$ cat src/rtl/restoring_div_seq_if.sv
// Host-side handshake bundle for the sequential restoring divider.
//   start        host request, sampled by the divider only while idle
//   dividend     unsigned N, captured on the accepted start edge
//   divisor      unsigned D, captured on the accepted start edge
//   busy         divider iterating
//   done         one-cycle result-valid pulse
//   quotient     floor(N/D), all-ones on divide-by-zero
//   remainder    N mod D, N on divide-by-zero
//   div_by_zero  flags a zero divisor, held with the results
// master = host, slave = divider.
interface restoring_div_seq_if #(
  parameter int WIDTH = 8
);
  logic             start;
  logic [WIDTH-1:0] dividend;
  logic [WIDTH-1:0] divisor;
  logic             busy;
  logic             done;
  logic [WIDTH-1:0] quotient;
  logic [WIDTH-1:0] remainder;
  logic             div_by_zero;

  modport master (
    output start, dividend, divisor,
    input  busy, done, quotient, remainder, div_by_zero
  );

  modport slave (
    input  start, dividend, divisor,
    output busy, done, quotient, remainder, div_by_zero
  );
endinterface

$ cat src/rtl/restoring_div_seq.sv
// Sequential unsigned restoring divider, one quotient bit per clock.
// A WIDTH+1-bit ripple-borrow chain of full-subtractor cells forms the
// trial difference; its final borrow decides keep (trial) or restore.
//   clk    rising-edge clock
//   rst_n  asynchronous active-low reset
//   bus    slave side of restoring_div_seq_if (start/busy/done handshake,
//          operands in, quotient/remainder/div_by_zero out)

// Single-bit full subtractor: d = a - b - bin, bout = borrow out.
module fs (
  input  logic a,
  input  logic b,
  input  logic bin,
  output logic d,
  output logic bout
);
  assign d    = a ^ b ^ bin;
  assign bout = (~a & b) | (~(a ^ b) & bin);
endmodule

module restoring_div_seq #(
  parameter int WIDTH = 8
) (
  input  logic                 clk,
  input  logic                 rst_n,
  restoring_div_seq_if.slave   bus
);
  localparam int CNT_W = $clog2(WIDTH + 1);

  typedef enum logic [1:0] {IDLE, RUN, DONE} state_t;

  state_t           state, state_nxt;
  logic [WIDTH:0]   r;          // partial remainder, keeps the carried-out bit
  logic [WIDTH-1:0] q;          // dividend shifting out, quotient shifting in
  logic [WIDTH-1:0] dreg;
  logic [CNT_W-1:0] cnt;
  logic [WIDTH-1:0] quotient_r;
  logic [WIDTH-1:0] remainder_r;
  logic             dz_r;

  logic [WIDTH:0]   s;          // shifted remainder
  logic [WIDTH:0]   sub;
  logic [WIDTH:0]   t;          // trial difference
  logic [WIDTH+1:0] bchain;
  logic             bout;
  logic [WIDTH:0]   r_nxt;
  logic [WIDTH-1:0] q_nxt;
  logic             last;
  logic             accept;
  logic             unused_r_msb;

  assign s         = {r[WIDTH-1:0], q[WIDTH-1]};
  assign sub       = {1'b0, dreg};
  assign bchain[0] = 1'b0;

  for (genvar i = 0; i <= WIDTH; i++) begin : g_chain
    fs u_fs (
      .a    (s[i]),
      .b    (sub[i]),
      .bin  (bchain[i]),
      .d    (t[i]),
      .bout (bchain[i+1])
    );
  end

  assign bout   = bchain[WIDTH+1];
  assign r_nxt  = bout ? s : t;
  assign q_nxt  = {q[WIDTH-2:0], ~bout};
  assign last   = (cnt == CNT_W'(1));
  assign accept = (state == IDLE) && bus.start;

  // R < D after every iteration, so the top bit of R never feeds S.
  assign unused_r_msb = r[WIDTH];

  always_ff @(posedge clk or negedge rst_n) begin
    if (!rst_n) state <= IDLE;
    else        state <= state_nxt;
  end

  always_comb begin
    state_nxt = state;
    unique case (state)
      IDLE: if (bus.start) state_nxt = (bus.divisor == '0) ? DONE : RUN;
      RUN:  if (last)      state_nxt = DONE;
      DONE:                state_nxt = IDLE;
      default:             state_nxt = IDLE;
    endcase
  end

  always_comb begin
    bus.busy        = (state == RUN);
    bus.done        = (state == DONE);
    bus.quotient    = quotient_r;
    bus.remainder   = remainder_r;
    bus.div_by_zero = dz_r;
  end

  always_ff @(posedge clk or negedge rst_n) begin
    if (!rst_n) begin
      r           <= '0;
      q           <= '0;
      dreg        <= '0;
      cnt         <= '0;
      quotient_r  <= '0;
      remainder_r <= '0;
      dz_r        <= 1'b0;
    end else if (accept) begin
      if (bus.divisor == '0) begin
        quotient_r  <= '1;
        remainder_r <= bus.dividend;
        dz_r        <= 1'b1;
      end else begin
        r    <= '0;
        q    <= bus.dividend;
        dreg <= bus.divisor;
        cnt  <= CNT_W'(WIDTH);
        dz_r <= 1'b0;
      end
    end else if (state == RUN) begin
      r   <= r_nxt;
      q   <= q_nxt;
      cnt <= cnt - CNT_W'(1);
      if (last) begin
        quotient_r  <= q_nxt;
        remainder_r <= r_nxt[WIDTH-1:0];
      end
    end
  end
endmodule
$ cat src/flat_wrapper.sv
// flat-port wrapper written by rule: the top's interface ports become plain ports
module restoring_div_seq_flat 
#(
  parameter int WIDTH = 8
)
  (clk, rst_n, bus_start, bus_dividend, bus_divisor, bus_busy, bus_done, bus_quotient, bus_remainder, bus_div_by_zero);
  restoring_div_seq_if #(.WIDTH(WIDTH)) bus_i ();
  input  logic clk;
  input  logic rst_n;
  input wire logic [$bits(bus_i.start)-1:0] bus_start;
  input wire logic [$bits(bus_i.dividend)-1:0] bus_dividend;
  input wire logic [$bits(bus_i.divisor)-1:0] bus_divisor;
  output wire logic [$bits(bus_i.busy)-1:0] bus_busy;
  output wire logic [$bits(bus_i.done)-1:0] bus_done;
  output wire logic [$bits(bus_i.quotient)-1:0] bus_quotient;
  output wire logic [$bits(bus_i.remainder)-1:0] bus_remainder;
  output wire logic [$bits(bus_i.div_by_zero)-1:0] bus_div_by_zero;
  assign bus_i.start = bus_start;
  assign bus_i.dividend = bus_dividend;
  assign bus_i.divisor = bus_divisor;
  assign bus_busy = bus_i.busy;
  assign bus_done = bus_i.done;
  assign bus_quotient = bus_i.quotient;
  assign bus_remainder = bus_i.remainder;
  assign bus_div_by_zero = bus_i.div_by_zero;
  restoring_div_seq #(.WIDTH(WIDTH)) u_core (.clk(clk), .rst_n(rst_n), .bus(bus_i));
endmodule
$ cat config.mk
export PLATFORM = sky130hd
export DESIGN_NAME = restoring_div_seq_flat
export DESIGN_NICKNAME = d
export VERILOG_FILES = /design/src/rtl/restoring_div_seq_if.sv /design/src/rtl/restoring_div_seq.sv /design/src/flat_wrapper.sv
export SDC_FILE = /design/constraint.sdc
export NUM_CORES = 1
export LEC_CHECK = 0
export CAP_MARGIN = 5
export CORE_ASPECT_RATIO = 0.8
export CORE_UTILIZATION = 53
export DETAILED_ROUTE_END_ITERATION = 6
export PLACE_DENSITY = 0.79
export SLEW_MARGIN = 10
export SYNTH_ARGS = -nofsm -noshare
export SYNTH_HDL_FRONTEND = slang
export SYNTH_SLANG_ARGS = --single-unit
$ cat constraint.sdc
create_clock -name clk -period 4.6 [get_ports clk]
set_clock_uncertainty 0.15 [all_clocks]
set_input_delay 0.92 -clock clk [delete_from_list [all_inputs] [get_ports clk]]
set_output_delay 0.92 -clock clk [all_outputs]
set_load 0.01 [all_outputs]
# ---- Word level (Yosys, flattened, before mapping)
# Index checks and enable logic that the tools add are counted.
# W data, S select, Z words.
dict set report classes {
  bitwise_logic 56
  n_mux 23
  addsub 1
  n_eq_ne 7
  reduce_logical 9
}
# operator count
set ops {}
lappend ops {{$mux W8} 15}
lappend ops {{$not A1 Y1} 18}
lappend ops {{$and A1 B1 Y1} 16}
lappend ops {{$xor A1 B1 Y1} 15}
lappend ops {{$mux W4} 3}
lappend ops {{$logic_not A8 Y1} 1}
lappend ops {{$or A1 B1 Y1} 7}
lappend ops {{$mux W2} 3}
lappend ops {{$ne A2 B2 Y1 const B} 3}
lappend ops {{$reduce_and A2 Y1} 3}
lappend ops {{$eq A4 B1 Y1 const B} 1}
lappend ops {{$pmux W2 S2} 1}
lappend ops {{$reduce_bool A2 Y1} 2}
lappend ops {{$sub A4 B1 Y4 const B} 1}
lappend ops {{$reduce_and A3 Y1} 1}
lappend ops {{$eq A2 B1 Y1 const B} 1}
lappend ops {{$eq A2 B2 Y1 const B} 1}
lappend ops {{$logic_not A2 Y1} 1}
lappend ops {{$ne A2 B1 Y1 const B} 1}
lappend ops {{$logic_and A1 B1 Y1} 1}
lappend ops {{$mux W1} 1}
dict set report word_totals {
  inputBits 19
  out_inout_bits 19
  elab_cells 104
  ff_bits 47
}

# ---- Depth between registers and ports, before layout
dict set report depth {
  word_depth 21
  ltp_mapped 13
  ltp_nobuf 13
}

# ---- By module
# A second synthesis with hierarchy kept.
dict set report hier_totals {
  cells_unflattened 223
  area_unflattened_um2 2423.6
}
# mod area_each_um2 seq_area_each_um2 instances cells_each
set modules_own_cells {}
lappend modules_own_cells {restoring_div_seq 2142.1 1176.1 1 187}
lappend modules_own_cells {fs 31.3 0.0 9 4}

# ---- Least setup slack after synthesis
# No wires, ideal clock.
dict set report synth_path {
  path_type {flip-flop to flip-flop}
  startpoint {reg u_core.q[7]}
  endpoint {reg u_core.remainder_r[0], in the netlist u_core.bus.remainder[0]}
  path_stages_with_launch 14
  slack_ps 343
  path_buffers 0
  period_less_slack_ps 4257
  arrival_time_ps 3982
  setup_ps 125
  required_ps 4325
  path_cell_list {dfrtp_1 -> inv_1 -> ha_1 -> fa_1 -> fa_1 -> fa_1 -> fa_1 -> fa_1 -> fa_1 -> fa_1 -> nor2b_1 -> mux2_2 -> a21oi_1 -> mux2_2}
}
dict set report synth_via {
  elab_chain_len 21
  elab_cells_between_ends 22
  classes_between {4 x mux; 18 x bitwise}
}
# item line
set synth_rtl {}
lappend synth_rtl {{start, declared} restoring_div_seq.sv:34} ;# logic [WIDTH-1:0] q;
lappend synth_rtl {{start signal, assigned} restoring_div_seq.sv:114} ;# q <= bus.dividend;
lappend synth_rtl {{start signal, assigned} restoring_div_seq.sv:121} ;# q <= q_nxt;
lappend synth_rtl {{$not A1 Y1} restoring_div_seq.sv:18} ;# assign bout = (~a & b) | (~(a ^ b) & bin);
lappend synth_rtl {{$and A1 B1 Y1 (2 in series)} restoring_div_seq.sv:18}
lappend synth_rtl {{$or A1 B1 Y1} restoring_div_seq.sv:18}
lappend synth_rtl {{$and A1 B1 Y1} restoring_div_seq.sv:18}
lappend synth_rtl {{$or A1 B1 Y1} restoring_div_seq.sv:18}
lappend synth_rtl {{$and A1 B1 Y1} restoring_div_seq.sv:18}
lappend synth_rtl {{$or A1 B1 Y1} restoring_div_seq.sv:18}
lappend synth_rtl {{$and A1 B1 Y1} restoring_div_seq.sv:18}
lappend synth_rtl {{[... 4 more ...]} -}
lappend synth_rtl {{$or A1 B1 Y1} restoring_div_seq.sv:18}
lappend synth_rtl {{$and A1 B1 Y1} restoring_div_seq.sv:18}
lappend synth_rtl {{$or A1 B1 Y1} restoring_div_seq.sv:18}
lappend synth_rtl {{$and A1 B1 Y1} restoring_div_seq.sv:18}
lappend synth_rtl {{$mux W8 *} restoring_div_seq.sv:67} ;# assign r_nxt = bout ? s : t;
lappend synth_rtl {{$mux W8 *} restoring_div_seq.sv:123} ;# if (last) begin
lappend synth_rtl {{$mux W8 *} restoring_div_seq.sv:119} ;# end else if (state == RUN) begin
lappend synth_rtl {{$mux W8 *} restoring_div_seq.sv:107} ;# end else if (accept) begin
lappend synth_rtl {{end signal, assigned} restoring_div_seq.sv:110} ;# remainder_r <= bus.dividend;
lappend synth_rtl {{end signal, assigned} restoring_div_seq.sv:125} ;# remainder_r <= r_nxt[WIDTH-1:0];
lappend synth_rtl {{end, declared} restoring_div_seq.sv:38} ;# logic [WIDTH-1:0] remainder_r;
# Every way passes the cells marked *; elsewhere a longest branch is shown, timed or not. The select of a mux whose other input is x is not followed.
# A chain may end at the register's enable or synchronous reset.

# ---- Worst setup path in the final report
# Same ends and word-level chain as after synthesis.

==> flow_summary_export.csv <==
group,metric,value,unit
sta,rsz0062_at_grt,"false",
synthesis,seq_area_frac_synth,51.00,%
global_routing,groute.layer.met2.usage,35.15,%
pwr,p_per_area,816.7,nW/µm²
global_routing,grt_peak_use_layer,"met2",
pwr,clockPowerShare,13.2,%
pwr,fin_total_pwr,2.308,mW
clock_network,htreeDepth,2,
global_routing,grt_pass1_vias,1508,
sta,finalHoldViolCount,0,
drt,drt_pre_antenna_iters,4,
job,maxCapViolCount,0,
global_routing,grtUsageTotal,23.72,%
place,numPortBuffers,37,
floorplan,floorplan.die_area,4620,µm²
place,dp_slack,0.1682,ns
critical_path,crit_arrival,4.44,ns
clock_network,tritoncts.num_buffers,5,
sta,maxSlewHeadroom,33.27,%
critical_path,worst_ep_required_time,4.64,ns
drt,detailedRoute.firstIterationViolations,110,
floorplan,core.rowCount,21,
sta,setup-tns-final,0,ns
clock_network,cts_tree,"built",
clock_network,cts_buffer_depth,2,
drt,post-route-drc-count,0,
sta,fmax,0.2274,GHz
place,dpl.cell_count,293,
global_routing,gr-total-overflow,0,
drt,drt-vias-per-instance,5.561,
pwr,power_frac_seq,34.1,%
sta,maxSlewViolCount,0,
clock_network,clock_sink_count,47,
cells_and_area,num-fill-cells,329,
critical_path,worst_setup_path_end_kind,"flop",
pwr,netSwitchingPower,0.9150,mW
cells_and_area,finish.cell_count_without_fillers,301,
min_path,min_path_cells,2,
cells_and_area,multi_input_area,1022,µm²
critical_path,worst-path-max-fanout,6,
cells_and_area,post_route_cells_drive_above_1_share,11.48,%
floorplan,core,4178,µm²
global_routing,grt_start_max_net_pins,48,
synthesis,synth_cells,206,
cells_and_area,layout-area-overhead-vs-synth,22.57,%
pwr,pwr-share-comb,52.8,%
synthesis,synth_cell_type_count,35,
synthesis,netlist_area,2306,µm²
sta,max_slew.worst_pin.slew,1.001,ns
pwr,power.switching_fraction,39.64,%
place,gp_routability_congestion,0.9628,
pwr,p_int,1.393,mW
sta,final.period_utilization,95.59,%
synthesis,synthesis.area_per_instance,11.19,µm²
critical_path,crit_path_start_kind,"flop",
floorplan,num_io_pins,38,
global_routing,met1_usage,32.72,%
floorplan,floorplan.die.height,61.00,µm
global_routing,grt_pass1_wl,7.507,mm
clock_network,clock_tree.root_cell,"sky130_fd_sc_hd__clkbuf_8",
sta,period_needed,4.397,ns
synthesis,ys_ff_latch,47,
outcome,status,"finished, final reports clean",
cells_and_area,layout.core_utilization,67.66,%
floorplan,initial_standard_cell_utilization_of_the_core,55.20,%
sta,setup_violation_total_in_the_final_timing_report,0,
critical_path,timing.reg2reg.worst_path_depth,13,
drt,detail-route-antenna-nets,0,
sta,finalWorstSetupSlack,0.2030,ns
synthesis,synth-warning-count,0,
cells_and_area,n_antenna_cell,0,
clock_network,clk_pin_slew_worst_paths,0.08,ns
drt,drt-total-wl,4.894,mm
global_routing,number_of_antenna_violations_at_the_first_check_in_global_routing,0,
drt,route.vias.total,1674,
min_path,hp-class,"reg2reg",
clock_network,insertion_delay,0.31,ns
global_routing,grt.met3_usage,7.973,%
clock_network,postCtsSetupRepairBufs,0,
synthesis,mappedNetlistNets,235,
drt,route.detailed.wl_per_inst,16.26,µm
pwr,power.static_leakage,1.198,nW
critical_path,setup.worst_path.class,"reg2reg",
pwr,ir_worst_vdd,440.6,µV
cells_and_area,nNetsFinal,272,
floorplan,die_width,75.75,µm
place,detailed_place_hpwl,3.478,mm
cells_and_area,final-seq-area,1176,µm²
layout make-up:
| type | instances | area share, % |
|---|---|---|
| sequential | 47 | 41.61 |
| clock inverter | 3 | 1.549 |
| tap | 57 | 2.523 |
| timing repair buffer | 39 | 13.46 |
| inverter | 17 | 2.258 |
| multi-input combinational | 133 | 36.17 |
| clock buffer | 5 | 2.435 |
path summary, 6_finish.rpt:
| path | start | endpoint | slack [ns] |
|---|---|---|---|
| max in group asynchronous | rst_n | u_core.r[7] | 3.06 |
| min in group asynchronous | rst_n | u_core.cnt[0] | 0.63 |
| hold / removal | u_core.bus.div_by_zero | u_core.bus.div_by_zero | 0.34 |
| hold reg to reg | u_core.bus.div_by_zero | u_core.bus.div_by_zero | 0.34 |
| setup / recovery | u_core.q[7] | u_core.bus.remainder[0] | 0.20 |
| setup reg to reg | u_core.q[7] | u_core.bus.remainder[0] | 0.20 |
critical path, cell delays in order (launching register included):
cell                      delay (ns)
sky130_fd_sc_hd__dfrtp_1        0.35
sky130_fd_sc_hd__inv_1          0.05
sky130_fd_sc_hd__ha_1           0.20
sky130_fd_sc_hd__fa_1           0.39
sky130_fd_sc_hd__fa_1           0.40
sky130_fd_sc_hd__fa_1           0.39
sky130_fd_sc_hd__fa_1           0.39
sky130_fd_sc_hd__fa_1           0.39
sky130_fd_sc_hd__fa_1           0.39
sky130_fd_sc_hd__fa_2           0.39
sky130_fd_sc_hd__nor2b_1        0.20
sky130_fd_sc_hd__mux2_2         0.25
sky130_fd_sc_hd__a21oi_1        0.06
sky130_fd_sc_hd__mux2_2         0.29
power groups by stage:
stage | clock network, mW | registers (mW) | logic [mW]
2_1_floorplan | 0 | 0.780 | 0.811
3_3_place_gp | 0 | 0.785 | 1.17
3_5_place_dp | 0 | 0.791 | 1.20
4_1_cts | 0.308 | 0.783 | 1.21
5_1_grt | 0.325 | 0.806 | 1.36
6_report | 0.304 | 0.786 | 1.22
routing by layer:
metal  up-vias  routed length [µm]
li1        798                   -
met1       813                2366
met2        58                2248
met3         5                 222
met4         0                  57
met5         -                   0
timing repair:
item,CTS,global route
resized for setup,0,1
setup endpoints to repair,0,2
hold buffers,0,0
logic make-up after synthesis:
| group | synth area share (%) |
|---|---|
| compound gates | 13.08 |
| mux | 9.550 |
| flops | 51.00 |
| buf+inv | 4.991 |
| fa+ha+maj | 7.705 |
| simple gates | 13.67 |
registers in the layout, indices dropped and copies added, names as in the netlist:
| name | cells |
|---|---|
| u_core.bus.div_by_zero | 1 |
| u_core.state | 2 |
| u_core.bus.remainder | 8 |
| u_core.cnt | 4 |
| u_core.dreg | 8 |
| u_core.r | 8 |
| u_core.q | 8 |
| u_core.bus.quotient | 8 |
stage by stage:
step | hold WS [ns] | area [µm²]
floorplan | 0.3217 | 2306
detailed placement | 0.3196 | 2711
global placement | 0.3157 | 2711
global route | 0.3628 | 2826
finish | 0.3374 | 2826
CTS | 0.3404 | 2824
synth_stat cells:
library cell,number,area share (%)
sky130_fd_sc_hd__a211o_1,1,0.38
sky130_fd_sc_hd__a211oi_1,4,1.3
sky130_fd_sc_hd__a21o_1,2,0.65
sky130_fd_sc_hd__a21oi_1,6,1.3
sky130_fd_sc_hd__a21oi_4,1,0.71
sky130_fd_sc_hd__a31oi_1,11,3.0
sky130_fd_sc_hd__a32o_1,3,1.3
sky130_fd_sc_hd__buf_2,2,0.43
sky130_fd_sc_hd__buf_4,2,0.65
sky130_fd_sc_hd__buf_6,1,0.49
sky130_fd_sc_hd__clkbuf_1,4,0.65
sky130_fd_sc_hd__dfrtp_1,47,51
sky130_fd_sc_hd__fa_1,7,6.1
sky130_fd_sc_hd__ha_1,3,1.6
sky130_fd_sc_hd__inv_1,17,2.8
sky130_fd_sc_hd__mux2_1,4,2.0
sky130_fd_sc_hd__mux2_2,12,5.9
sky130_fd_sc_hd__mux2i_1,4,1.7
sky130_fd_sc_hd__nand2_1,27,4.4
sky130_fd_sc_hd__nand2b_1,4,1.1
sky130_fd_sc_hd__nand3_1,1,0.22
sky130_fd_sc_hd__nor2_1,6,0.98
sky130_fd_sc_hd__nor2b_1,1,0.27
sky130_fd_sc_hd__nor3_1,11,2.4
sky130_fd_sc_hd__nor3b_1,8,2.6
sky130_fd_sc_hd__nor4_2,2,1.1
sky130_fd_sc_hd__o21a_1,1,0.33
sky130_fd_sc_hd__o21ai_0,1,0.22
sky130_fd_sc_hd__o21ai_1,1,0.22
sky130_fd_sc_hd__o21bai_1,1,0.33
sky130_fd_sc_hd__o22a_1,7,2.7
sky130_fd_sc_hd__o22ai_1,1,0.27
sky130_fd_sc_hd__o32a_1,1,0.43
sky130_fd_sc_hd__or2_1,1,0.27
sky130_fd_sc_hd__or3b_1,1,0.38
cell usage in the layout, fill, tap and decap left out, types with 5 or more instances in the layout:
cell type / Yosys / layout
sky130_fd_sc_hd__dfrtp_1: 47 / 47
sky130_fd_sc_hd__clkdlybuf4s50_1: 0 / 36
sky130_fd_sc_hd__nand2_1: 27 / 27
sky130_fd_sc_hd__inv_1: 17 / 17
sky130_fd_sc_hd__mux2_2: 12 / 12
sky130_fd_sc_hd__nor3_1: 11 / 11
sky130_fd_sc_hd__a31oi_1: 11 / 11
sky130_fd_sc_hd__nor3b_1: 8 / 7
sky130_fd_sc_hd__o22a_1: 7 / 7
sky130_fd_sc_hd__nor2_1: 6 / 6
sky130_fd_sc_hd__a21oi_1: 6 / 6
sky130_fd_sc_hd__fa_1: 7 / 6
sky130_fd_sc_hd__clkbuf_8: 0 / 5
Note: power is estimated with default switching activity, not from simulation.
